**config.mk**
```make
export PLATFORM = sky130hd
export DESIGN_NAME = acc_offload_ctrl
export DESIGN_NICKNAME = d
export VERILOG_FILES = /design/src/rtl/acc_pkg.sv /design/src/rtl/acc_rd_scoreboard.sv /design/src/rtl/acc_offload_ctrl.sv
export SDC_FILE = /design/constraint.sdc
export NUM_CORES = 1
export LEC_CHECK = 0
export CORE_MARGIN = 4
export CORE_UTILIZATION = 49
export DETAILED_ROUTE_END_ITERATION = 8
export PLACE_DENSITY = 0.92
export REMOVE_ABC_BUFFERS = 1
export SETUP_SLACK_MARGIN = 0.02
export SLEW_MARGIN = 10
export SYNTH_ARGS = -nofsm -noshare
export SYNTH_HDL_FRONTEND = slang
export SYNTH_SLANG_ARGS = --single-unit
export TNS_END_PERCENT = 100
```
**constraint.sdc**
```tcl
create_clock -name clk_i -period 5.5 [get_ports clk_i]
set_clock_uncertainty 0.05 [all_clocks]
set_input_delay 1.1 -clock clk_i [delete_from_list [all_inputs] [get_ports clk_i]]
set_output_delay 1.1 -clock clk_i [all_outputs]
set_load 0.03 [all_outputs]
```
**src/rtl/acc_pkg.sv**
```systemverilog
// Shared types for the accelerator offload path: predecoder properties,
// controller state encoding and instruction-word register field positions.
package acc_pkg;

  typedef struct packed {
    logic       writeback;
    logic [2:0] use_rs;
  } offl_instr_t;

  typedef enum logic [1:0] {
    IDLE,
    WAIT_OPS,
    REQ
  } offl_ctrl_state_e;

  localparam int unsigned REG_W   = 5;
  localparam int unsigned RD_LSB  = 7;
  localparam int unsigned RS1_LSB = 15;
  localparam int unsigned RS2_LSB = 20;
  localparam int unsigned RS3_LSB = 27;

  function automatic logic [REG_W-1:0] rd_field(input logic [31:0] instr);
    return instr[RD_LSB +: REG_W];
  endfunction

  function automatic logic [REG_W-1:0] rs_field(input logic [31:0] instr,
                                                input int unsigned idx);
    case (idx)
      0:       return instr[RS1_LSB +: REG_W];
      1:       return instr[RS2_LSB +: REG_W];
      default: return instr[RS3_LSB +: REG_W];
    endcase
  endfunction

endpackage

```
**src/rtl/acc_rd_scoreboard.sv**
```systemverilog
// Destination-register scoreboard: one busy bit per architectural register
// plus a saturating count of offloads still owing a writeback.
module acc_rd_scoreboard #(
  parameter  int unsigned MaxOutstanding = 4,
  localparam int unsigned CntW           = $clog2(MaxOutstanding + 1)
) (
  input  logic            clk_i,
  input  logic            rst_ni,
  input  logic            set_i,
  input  logic [4:0]      set_rd_i,
  input  logic            clr_i,
  input  logic [4:0]      clr_rd_i,
  output logic [31:0]     busy_o,
  output logic [CntW-1:0] count_o,
  output logic            full_o
);

  logic [31:0] set_mask;
  logic [31:0] clr_mask;
  logic        dec;

  // x0 writebacks still count as outstanding but never mark x0 busy.
  always_comb begin
    set_mask = '0;
    clr_mask = '0;
    if (set_i && (set_rd_i != '0)) set_mask[set_rd_i] = 1'b1;
    if (clr_i)                     clr_mask[clr_rd_i] = 1'b1;
  end

  assign dec    = clr_i && (count_o != '0);
  assign full_o = (count_o == CntW'(MaxOutstanding));

  always_ff @(posedge clk_i or negedge rst_ni) begin
    if (!rst_ni) begin
      busy_o  <= '0;
      count_o <= '0;
    end else begin
      busy_o <= (busy_o & ~clr_mask) | set_mask;
      if (set_i && !dec && !full_o) begin
        count_o <= count_o + 1'b1;
      end else if (dec && !set_i) begin
        count_o <= count_o - 1'b1;
      end
    end
  end

  a_no_underflow: assert property (@(posedge clk_i) disable iff (!rst_ni)
    clr_i |-> (count_o != '0));

  a_clear_busy_reg: assert property (@(posedge clk_i) disable iff (!rst_ni)
    (clr_i && (clr_rd_i != '0)) |-> busy_o[clr_rd_i]);

endmodule

```
**src/rtl/acc_offload_ctrl.sv**
```systemverilog
// Offload sequencer: takes one predecoded instruction at a time, waits for
// hazard-free operands, then issues it on the accelerator request channel.
module acc_offload_ctrl
  import acc_pkg::*;
#(
  parameter int unsigned NumRs          = 3,
  parameter int unsigned MaxOutstanding = 4
) (
  input  logic                        clk_i,
  input  logic                        rst_ni,
  input  logic                        instr_valid_i,
  input  logic [31:0]                 instr_rdata_i,
  input  logic                        offl_accept_i,
  input  offl_instr_t                 offl_instr_i,
  input  logic [NumRs-1:0][31:0]      rs_i,
  input  logic [NumRs-1:0]            rs_valid_i,
  output logic                        instr_ready_o,
  output logic                        offl_reject_o,
  output logic                        q_valid_o,
  input  logic                        q_ready_i,
  output logic [31:0]                 q_instr_o,
  output logic [NumRs-1:0][31:0]      q_rs_o,
  input  logic                        p_valid_i,
  input  logic [4:0]                  p_rd_i,
  output logic                        p_ready_o,
  output logic [31:0]                 rd_busy_o,
  output logic                        busy_o,
  output offl_ctrl_state_e            state_o
);

  localparam int unsigned CntW = $clog2(MaxOutstanding + 1);

  offl_ctrl_state_e state_q;
  logic             wb_q;
  logic [NumRs-1:0] use_q;
  logic [CntW-1:0]  count;
  logic             full;
  logic             ops_ok;
  logic             issue_ok;
  logic             handshake;
  logic [4:0]       rd;

  assign rd = rd_field(q_instr_o);

  always_comb begin
    ops_ok = 1'b1;
    for (int unsigned i = 0; i < NumRs; i++) begin
      if (use_q[i] && (!rs_valid_i[i] || rd_busy_o[rs_field(q_instr_o, i)])) begin
        ops_ok = 1'b0;
      end
    end
  end

  assign issue_ok = ops_ok && (!wb_q || (!rd_busy_o[rd] && !full));

  // Request channel: a transfer happens on any edge where q_valid_o and
  // q_ready_i are both high; q_valid_o never drops and q_instr_o/q_rs_o never
  // change before that edge.
  assign handshake = (state_q == REQ) && q_ready_i;

  always_ff @(posedge clk_i or negedge rst_ni) begin
    if (!rst_ni) begin
      state_q       <= IDLE;
      wb_q          <= 1'b0;
      use_q         <= '0;
      q_instr_o     <= '0;
      q_rs_o        <= '0;
      q_valid_o     <= 1'b0;
      instr_ready_o <= 1'b0;
      offl_reject_o <= 1'b0;
    end else begin
      instr_ready_o <= 1'b0;
      offl_reject_o <= 1'b0;
      case (state_q)
        IDLE: begin
          if (instr_valid_i) begin
            if (offl_accept_i) begin
              q_instr_o <= instr_rdata_i;
              wb_q      <= offl_instr_i.writeback;
              use_q     <= offl_instr_i.use_rs[NumRs-1:0];
              state_q   <= WAIT_OPS;
            end else begin
              offl_reject_o <= 1'b1;
            end
          end
        end
        WAIT_OPS: begin
          if (issue_ok) begin
            for (int unsigned i = 0; i < NumRs; i++) begin
              q_rs_o[i] <= use_q[i] ? rs_i[i] : 32'h0;
            end
            q_valid_o <= 1'b1;
            state_q   <= REQ;
          end
        end
        REQ: begin
          if (q_ready_i) begin
            q_valid_o     <= 1'b0;
            instr_ready_o <= 1'b1;
            state_q       <= IDLE;
          end
        end
        default: state_q <= IDLE;
      endcase
    end
  end

  acc_rd_scoreboard #(
    .MaxOutstanding(MaxOutstanding)
  ) u_scoreboard (
    .clk_i   (clk_i),
    .rst_ni  (rst_ni),
    .set_i   (handshake && wb_q),
    .set_rd_i(rd),
    .clr_i   (p_valid_i),
    .clr_rd_i(p_rd_i),
    .busy_o  (rd_busy_o),
    .count_o (count),
    .full_o  (full)
  );

  assign p_ready_o = 1'b1;
  assign busy_o    = (state_q != IDLE) || (count != '0);
  assign state_o   = state_q;

endmodule

```
## After elaboration in Yosys (flattened, before gate mapping)

Index checks and enable logic that the tools add are counted.

| cells by class | value |
|---|---|
| add/subtract/negate cells | 2 |
| order comparisons | 7 |
| equality and inequality tests | 7 |
| multiplexer cells | 35 |
| bitwise operators | 3 |
| reductions and logical operators | 37 |

Operators with widths:

| operator | number |
|---|---|
| $mux W32 | 5 |
| $and A32 B32 Y32 | 1 |
| $not A32 Y32 | 1 |
| $or A32 B32 Y32 | 1 |
| $lt A5 B6 Y1 const B | 5 |
| $bmux W1 S5 | 4 |
| $mux W1 | 16 |
| $logic_and A1 B1 Y1 | 14 |
| $demux W1 S5 | 2 |
| $ge A5 B1 Y1 const B | 2 |
| $logic_not A1 Y1 | 8 |
| $mux W2 | 4 |
| $ne A2 B2 Y1 const B | 4 |
| $mux W3 | 2 |
| $pmux W2 S3 | 1 |
| $reduce_and A3 Y1 | 2 |
| $reduce_bool A2 Y1 | 3 |
| $logic_or A1 B1 Y1 | 5 |
| $reduce_bool A5 Y1 | 1 |
| $reduce_and A4 Y1 | 1 |
| $add A3 B1 Y3 const B | 1 |
| $eq A3 B3 Y1 const B | 1 |
| $reduce_bool A3 Y1 | 1 |
| $sub A3 B1 Y3 const B | 1 |
| 5 further kinds | 5 |

| word-level totals | value |
|---|---|
| flip-flop bits (word level) | 172 |
| input bits | 146 |
| output and inout port bits | 167 |
| word-level logic and storage cells | 103 |

## Longest topological paths before layout

Gate-level depths: netlist (run 1).

| depth | value |
|---|---|
| word-level depth | 10 |
| gate-level depth with buffers | 12 |
| gate-level depth less buffers | 8 |

## Modules after synthesis

Synthesis (run 1) repeated with hierarchy kept, for this count alone.

| second synthesis, totals | value |
|---|---|
| cells, all modules | 763 |
| area, all modules | 8503.2 sq um |

Modules (own cells, without submodules):

| module | times used | cells an instance | area an instance (sq um) | sequential area each (sq um) |
|---|---|---|---|---|
| acc_offload_ctrl | 1 | 605 | 6911.6 | 3428.3 |
| acc_rd_scoreboard | 1 | 158 | 1591.5 | 875.8 |

## Worst setup path after synthesis (run 1)

Ideal clock, no wire load.

| path | value |
|---|---|
| path kind | flip-flop to flip-flop |
| start | register q_instr_o[15] |
| end | register q_rs_o[51] (netlist name) |
| setup time | 0.124 ns |
| data arrival time | 2.801 ns |
| required time | 5.326 ns |
| path slack | 2.525 ns |
| stages on the path, launching flop included | 12 |
| buffers on the path | 4 |
| clock period less this slack | 2.975 ns |
| cells stage by stage | dfrtp_1 clkbuf_1 mux4_2 mux2_2 o2bb2ai_1 a21oi_1 nor4_2 nand4_1 buf_2 buf_6 buf_6 mux2i_1 |

| on the way | value |
|---|---|
| word-level cells in the longest chain between the ends | 9 |

RTL lines:

| what | line | source |
|---|---|---|
| from (decl) | acc_offload_ctrl.sv:21 | `output logic [31:0] q_instr_o,` |
| from (signal assigned) | acc_offload_ctrl.sv:78 | `q_instr_o <= instr_rdata_i;` |
| $bmux W1 S5 | acc_offload_ctrl.sv:48 | `if (use_q[i] && (!rs_valid_i[i] \|\| rd_busy_o[rs_field(q_instr_o, i)])) begin` |
| $mux W1 (not written as such) | acc_offload_ctrl.sv:48 |  |
| $logic_or A1 B1 Y1 | acc_offload_ctrl.sv:48 |  |
| $logic_and A1 B1 Y1 | acc_offload_ctrl.sv:48 |  |
| $mux W1 (3 in series) | acc_offload_ctrl.sv:48 |  |
| $logic_and A1 B1 Y1 | acc_offload_ctrl.sv:54 | `assign issue_ok = ops_ok && (!wb_q \|\| (!rd_busy_o[rd] && !full));` |
| $reduce_and A2 Y1 (no source line) | -- |  |
| to (signal, indexed assignment) | acc_offload_ctrl.sv:90 | `q_rs_o[i] <= use_q[i] ? rs_i[i] : 32'h0;` |
| to (decl) | acc_offload_ctrl.sv:22 | `output logic [NumRs-1:0][31:0] q_rs_o,` |

No other way between the ends. The select of a mux whose other input is x is not followed.
A chain may end at the register's enable or synchronous reset.

## Final worst setup path (run 1)

| path | value |
|---|---|
| start | register q_instr_o[20] |
| end | register q_rs_o[23] (netlist name) |

| on the way | value |
|---|---|
| word-level cells in the longest chain between the ends | 8 |

RTL lines:

| what | line |
|---|---|
| $bmux W1 S5 | acc_offload_ctrl.sv:48 |
| $mux W1 (not written as such) | acc_offload_ctrl.sv:48 |
| $logic_or A1 B1 Y1 | acc_offload_ctrl.sv:48 |
| $logic_and A1 B1 Y1 | acc_offload_ctrl.sv:48 |
| $mux W1 (2 in series) | acc_offload_ctrl.sv:48 |
| $logic_and A1 B1 Y1 | acc_offload_ctrl.sv:54 |
| $reduce_and A2 Y1 (no source line) | -- |

No other way between the ends. The select of a mux whose other input is x is not followed.

==> results of run 1 <==
## worst max-delay path, stage by stage (launching register included)
cell and delay (ns):
dfrtp_1 0.64, mux4_2 0.56, mux2_2 0.29, nor4b_1 0.26, nor4_1 0.13, nor4_2 0.31, nand4_1 0.19, buf_12 0.27
mux2i_1 0.34
## cells in the mapped netlist (all sizes together) (2+ instances only)
| cell | count |
|---|---|
| nand4 | 3 |
| nor4b | 2 |
| nor2b | 2 |
| nand3 | 10 |
| inv | 102 |
| dfrtp | 172 |
| and2 | 2 |
| nor2 | 21 |
| buf | 19 |
| mux2 | 40 |
| o21ai | 67 |
| mux2i | 102 |
| o221ai | 3 |
| nand2b | 5 |
| o31ai | 3 |
| a21oi | 3 |
| and3 | 2 |
| nor4 | 3 |
| or3 | 2 |
| nand2 | 122 |
| clkbuf | 30 |
| nand3b | 9 |
| o211ai | 2 |
| mux4 | 32 |
## per-layer routing
layer  global-route usage [%]  vias to the layer above  wire [um]
met3                     6.76                       72       2380
met4                     9.33                        4        867
li1                         -                     3195          -
met1                     33.9                     3578       9910
met5                        0                        -         19
met2                     48.0                      413      13700
## power groups by stage
stage / combinational, mW / sequential, mW / clock [mW]
3_5_place_dp: 3.58 / 2.42 / 0
4_1_cts: 3.60 / 2.41 / 1.23
2_1_floorplan: 1.35 / 3.21 / 0
5_1_grt: 3.78 / 2.50 / 1.29
3_3_place_gp: 3.47 / 2.39 / 0
6_report: 3.58 / 2.42 / 1.22
## sequential cells by signal (all words and copies together), names as in the netlist
signal	flops
q_rs_o	96
state_o	2
wb_q	1
q_valid_o	1
u_scoreboard.count_o	3
use_q	3
u_scoreboard.busy_o	32
offl_reject_o	1
q_instr_o	32
instr_ready_o	1
## cell families after synthesis
logic type / share of synthesized area (%)
and+or+nand+nor: 9.62
AOI/OAI and AO/OA: 6.10
DFF: 50.8
buffers and inverters: 7.26
adders and majority gates: 0.236
xor gates and xnor gates: 0.103
other: 0.0442
muxes: 25.9
## per-stage QoR
| stage | TNS (ns) | worst slack (ns) | hold WS (ns) | cells | utilization (%) |
|---|---|---|---|---|---|
| 6_report | 0 | 2.18 | 0.460 | 1294 | 73.2 |
| 3_5_place_dp | 0 | 1.88 | 0.445 | 1262 | 69.7 |
| 3_3_place_gp | 0 | 1.97 | 0.438 | 1262 | 69.7 |
| 2_1_floorplan | -170.18 | -1.74 | 0.538 | 727 | - |
| 5_1_grt | 0 | 2.02 | 0.478 | 1294 | 73.2 |
| 4_1_cts | 0 | 2.24 | 0.462 | 1293 | 73.2 |
## final cells by class
cell class                 instances  area, sq um
timing repair buffer             315         3160
fill                            1070         4490
multi-input combinational        453         3560
clock inverter                    14          160
inverter                         102          383
antenna                            1         2.50
sequential                       172         4300
clock buffer                      17          425
tap                              220          275
## worst min path at each step
stage | from | to | cells after the start
final | q_instr_o[25] | q_instr_o[25] | 1
after global routing | q_instr_o[25] | q_instr_o[25] | 1
after CTS | q_instr_o[25] | q_instr_o[25] | 1
after detailed placement | q_instr_o[5] | q_instr_o[5] | 1
after global placement | q_instr_o[3] | q_instr_o[3] | 1
after floorplan | u_scoreboard.count_o[1] | u_scoreboard.count_o[1] | 1
==> impl_metrics.toml, run 1 <==
[power]
ir_drop_v = 0.000382
p_clk_share_pct = 16.9
switching_share_pct = 43.7
p_leak_nw = 5.77
power_density_mw_per_mm2 = 588
internal_power_mw = 4.06
p_total_mw = 7.22
p_sw_mw = 3.15
pwr-share-comb_pct = 49.6
seqPwrFrac_pct = 33.5

[critical_path]
setup.worst_path.start_class = "flop"
worstPathRequired_ns = 5.77
ff2ff_setup_slack_ns = 2.18
crit_path_max_fanout = 98
critPathLaunch = "q_instr_o[20]"
regToRegEndpoint = "q_rs_o[23]"
worst_setup_path_end_kind = "flop"
arrival_ns = 3.59
crit_path_end = "q_rs_o[23]"
reg2reg_depth = 8
r2r-start = "q_instr_o[20]"
critPathKind = "flop to flop"

[clock_tree]
numClockSinks = 172
hold_buffers = 0
cts_made_buffers = 17
post_cts_resized = 0
clk_path_buf_depth = 2
clock_latency_ns = 0.43
clockRootBuffer = "clkbuf_16"
cts_tree = "yes"
cts_htree_levels = 4
clk_pin_slew_ns = 0.07
post_cts_buffers = 0

[finish]
drive_above_1_share_pct = 10.4
area.growth.synth_to_final_pct = 44.7
fin_area_sq_mm = 0.0123
most-common-layout-cells = "310 x clkdlybuf4s50_1, 172 x dfrtp_1, 122 x nand2_1"
final_common_cell = "clkdlybuf4s50_1"
fin_nets = 1208

[timing]
slew_headroom_pct = 23.2
drv_slew = 0
fmax_mhz = 302
period_share_pct = 60.3
rsz0062_at_grt = "false"
tightest_slew_ns = 1.15
period_needed_ns = 3.32
finalHoldViolCount = 0
finalSetupViolations = 0

[floorplanning]
die_h_um = 140
row_count = 47
die_w_um = 140
core-area_sq_mm = 0.0168
ioPinCount = 313
start_util_pct = 50.6
design.die.area_sq_mm = 0.0195

[routing]
drt_pass1_iterations = 5
vias = 7262
wirelength_um = 26900
wl_per_cell_um = 20.8
drc = 0
antenna_left = 0
initialDrtViolationCount = 641
vias_per_cell = 5.61

[grt]
first_global_vias = 7630
overflow = 0
grt_use_total_pct = 27.6
antenna_found_initial = 3
grt_pass1_wl_um = 42700
grt_max_degree = 99

[synth]
yosysUniqueCellTypes = 46
yosys.area.top_type = "dfrtp_1"
ys_seq_elements = 172
synth_area_sq_mm = 0.00848
synthArstFlopShare_pct = 100
yosys_warnings = 0
ys_seq_area_share_pct = 50.8
synthTopCellsByArea = "dfrtp_1 51%, mux2i_1 12%, mux4_2 8.5%"
synth-edff-count = 0
postSynthAreaPerCell_sq_um = 10.9
yosysTopAreaCellShare_pct = 50.8
synthFlopType = "dfrtp_1"
synthCells = 776

[placed_design]
place_hpwl_um = 19800
io_buffers = 311
dpl_cell_area_sq_mm = 0.0117
routabilityCongestion = 0.964

[outcome]
status = "finished, final reports clean"

[flow_run]
drv_cap = 0

[min_path]
worstHoldPathType = "flop to flop"
(Power assumes the default switching activity.)
==> run 2: changes to the inputs <==
CORE_UTILIZATION = 45   (was 49)
PLACE_DENSITY = 0.86   (was 0.92)
clock period = 3.4 ns   (was 5.5 ns; I/O delays follow)
==> impl_metrics.toml, run 2 (synthesis results as in run 1) <==
[grt]
first_global_vias = 7466
grtUsageMet3_pct = 6.77
top_usage_layer = "met2"
grt_use_met2_pct = 44.1
overflow = 0
grt_pass1_wl_um = 42500
grt_max_degree = 95
grt_use_met1_pct = 30.7
antenna_found_initial = 2
grt_use_total_pct = 25.4

[critical_path]
critPathKind = "flop to flop"
reg2reg_depth = 8
ff2ff_setup_slack_ns = 0.29
arrival_ns = 3.33
setup.worst_path.start_class = "flop"
worst_setup_path_end_kind = "flop"
worstPathCellList = "mux4_2 -> mux2_2 -> o221ai_1 -> a21oi_1 -> nor4_2 -> nand4_1 -> buf_12 -> mux2i_1"
worstPathRequired_ns = 3.62
cp_slowest_cell = "dfrtp_1"
critPathMaxStageDelay_ns = 0.64
regToRegEndpoint = "q_rs_o[30]"
crit_path_max_fanout = 94
r2r-start = "q_instr_o[16]"

[outcome]
status = "finished, final reports clean"

[timing]
fmax_mhz = 321
setup_slack_ns = 0.288
rsz0062_at_grt = "false"
period_needed_ns = 3.11
finalSetupViolations = 0
fin_setup_tns_ns = 0
slew_headroom_pct = 43.3
period_share_pct = 91.5
tightest_slew_ns = 0.850
drv_slew = 0
finalHoldViolCount = 0

[routing]
initialDrtViolationCount = 476
vias_per_cell = 5.45
vias = 7173
antenna_left = 0
wirelength_um = 27000
wl_per_cell_um = 20.6
drt_pass1_iterations = 5
drc = 0

[clock_tree]
numClockSinks = 172
cts_htree_levels = 4
clk_pin_slew_ns = 0.07
clk_path_buf_depth = 2
clockRootBuffer = "clkbuf_16"
cts_made_buffers = 17
clock_latency_ns = 0.42
hold_buffers = 0
cts_tree = "yes"

[finish]
reg_top3 = "q_rs_o x96, q_instr_o x32, u_scoreboard.busy_o x32"
area.growth.synth_to_final_pct = 46.7
most-common-layout-cells = "310 x clkdlybuf4s50_1, 171 x dfrtp_1, 122 x nand2_1"
top_register = "q_rs_o"
final_util_pct = 68.1
seqCellArea_sq_mm = 0.00431
final_common_cell = "clkdlybuf4s50_1"
largest_reg_flops = 96
drive_above_1_share_pct = 11.3
fillers = 1343
multiInputGateArea_sq_mm = 0.00356
fin_nets = 1218

[min_path]
worstHoldPathType = "primary input to async pin"

[floorplanning]
design.die.area_sq_mm = 0.0211
die_h_um = 145
die_w_um = 145
core-area_sq_mm = 0.0183
ioPinCount = 313
row_count = 49
start_util_pct = 46.4

[power]
ir_drop_v = 0.000534
power_density_mw_per_mm2 = 953
p_leak_nw = 5.85

[placed_design]
place_ws_ns = 0.230
routabilityCongestion = 0.911
io_buffers = 311
place_hpwl_um = 19900

[flow_run]
drv_cap = 0
==> run 2: cell type report <==
type / count / area share [%]
antenna: 2 / 0.0402
inverter: 102 / 3.08
clock inverter: 13 / 1.60
sequential: 172 / 34.6
timing repair buffer: 325 / 26.2
multi-input combinational: 453 / 28.6
tap: 229 / 2.30
clock buffer: 19 / 3.56
==> run 2: how the worst max path moves through the flow <==
stage / slack [ns] / depth (start not counted) / startpoint / to
finish: 0.29 / 8 / q_instr_o[16] / q_rs_o[30]
floorplan: -3.84 / 7 / q_instr_o[20] / q_rs_o[0]
global placement: 0.33 / 8 / q_instr_o[20] / q_rs_o[52]
detailed placement: 0.23 / 8 / q_instr_o[20] / q_rs_o[57]
global route: 0.03 / 8 / q_instr_o[7] / q_rs_o[16]
CTS: 0.21 / 8 / q_instr_o[20] / q_rs_o[9]
==> run 2: per-stage QoR <==
stage          instances  area, sq um  hold slack (ns)  total power [mW]
2_1_floorplan        727         8240            0.334              7.28
3_3_place_gp        1281        11800            0.439              9.57
3_5_place_dp        1281        11800            0.445              9.76
4_1_cts             1313        12400            0.313              11.9
5_1_grt             1315        12400            0.342              12.5
6_report            1315        12400            0.294              11.9
==> run 2: critical path, delay by kind of cell (launching register included) <==
| kind | cells | cell delay, ns |
|---|---|---|
| buf+inv | 1 | 0.34 |
| simple gates | 2 | 0.55 |
| compound gates | 2 | 0.27 |
| mux | 3 | 1.06 |
| flops | 1 | 0.64 |
==> run 2: repair_timing <==
| action | 4_1_cts | 5_1_grt |
|---|---|---|
| setup endpoints to repair | 0 | 94 |
| resized for setup | 0 | 2 |
| setup buffers | 0 | 0 |
==> run 2: metal layers <==
metal	up-vias	wire length, um
met2	385	14000
met5	-	0
met1	3519	9880
li1	3214	-
met4	0	744
met3	55	2360
==> run 2: report_power, final <==
part           switching (mW)  internal [mW]
Combinational            3.32           2.67
Clock                   0.855           1.27
Sequential              0.901           2.85
Total                    5.07           6.79
==> run 3: changes to the inputs <==
ABC_CLOCK_PERIOD_IN_PS = 3400   (was unset)
==> results of run 3 <==
Final layout, timing and power as in run 2 (identical DEF).
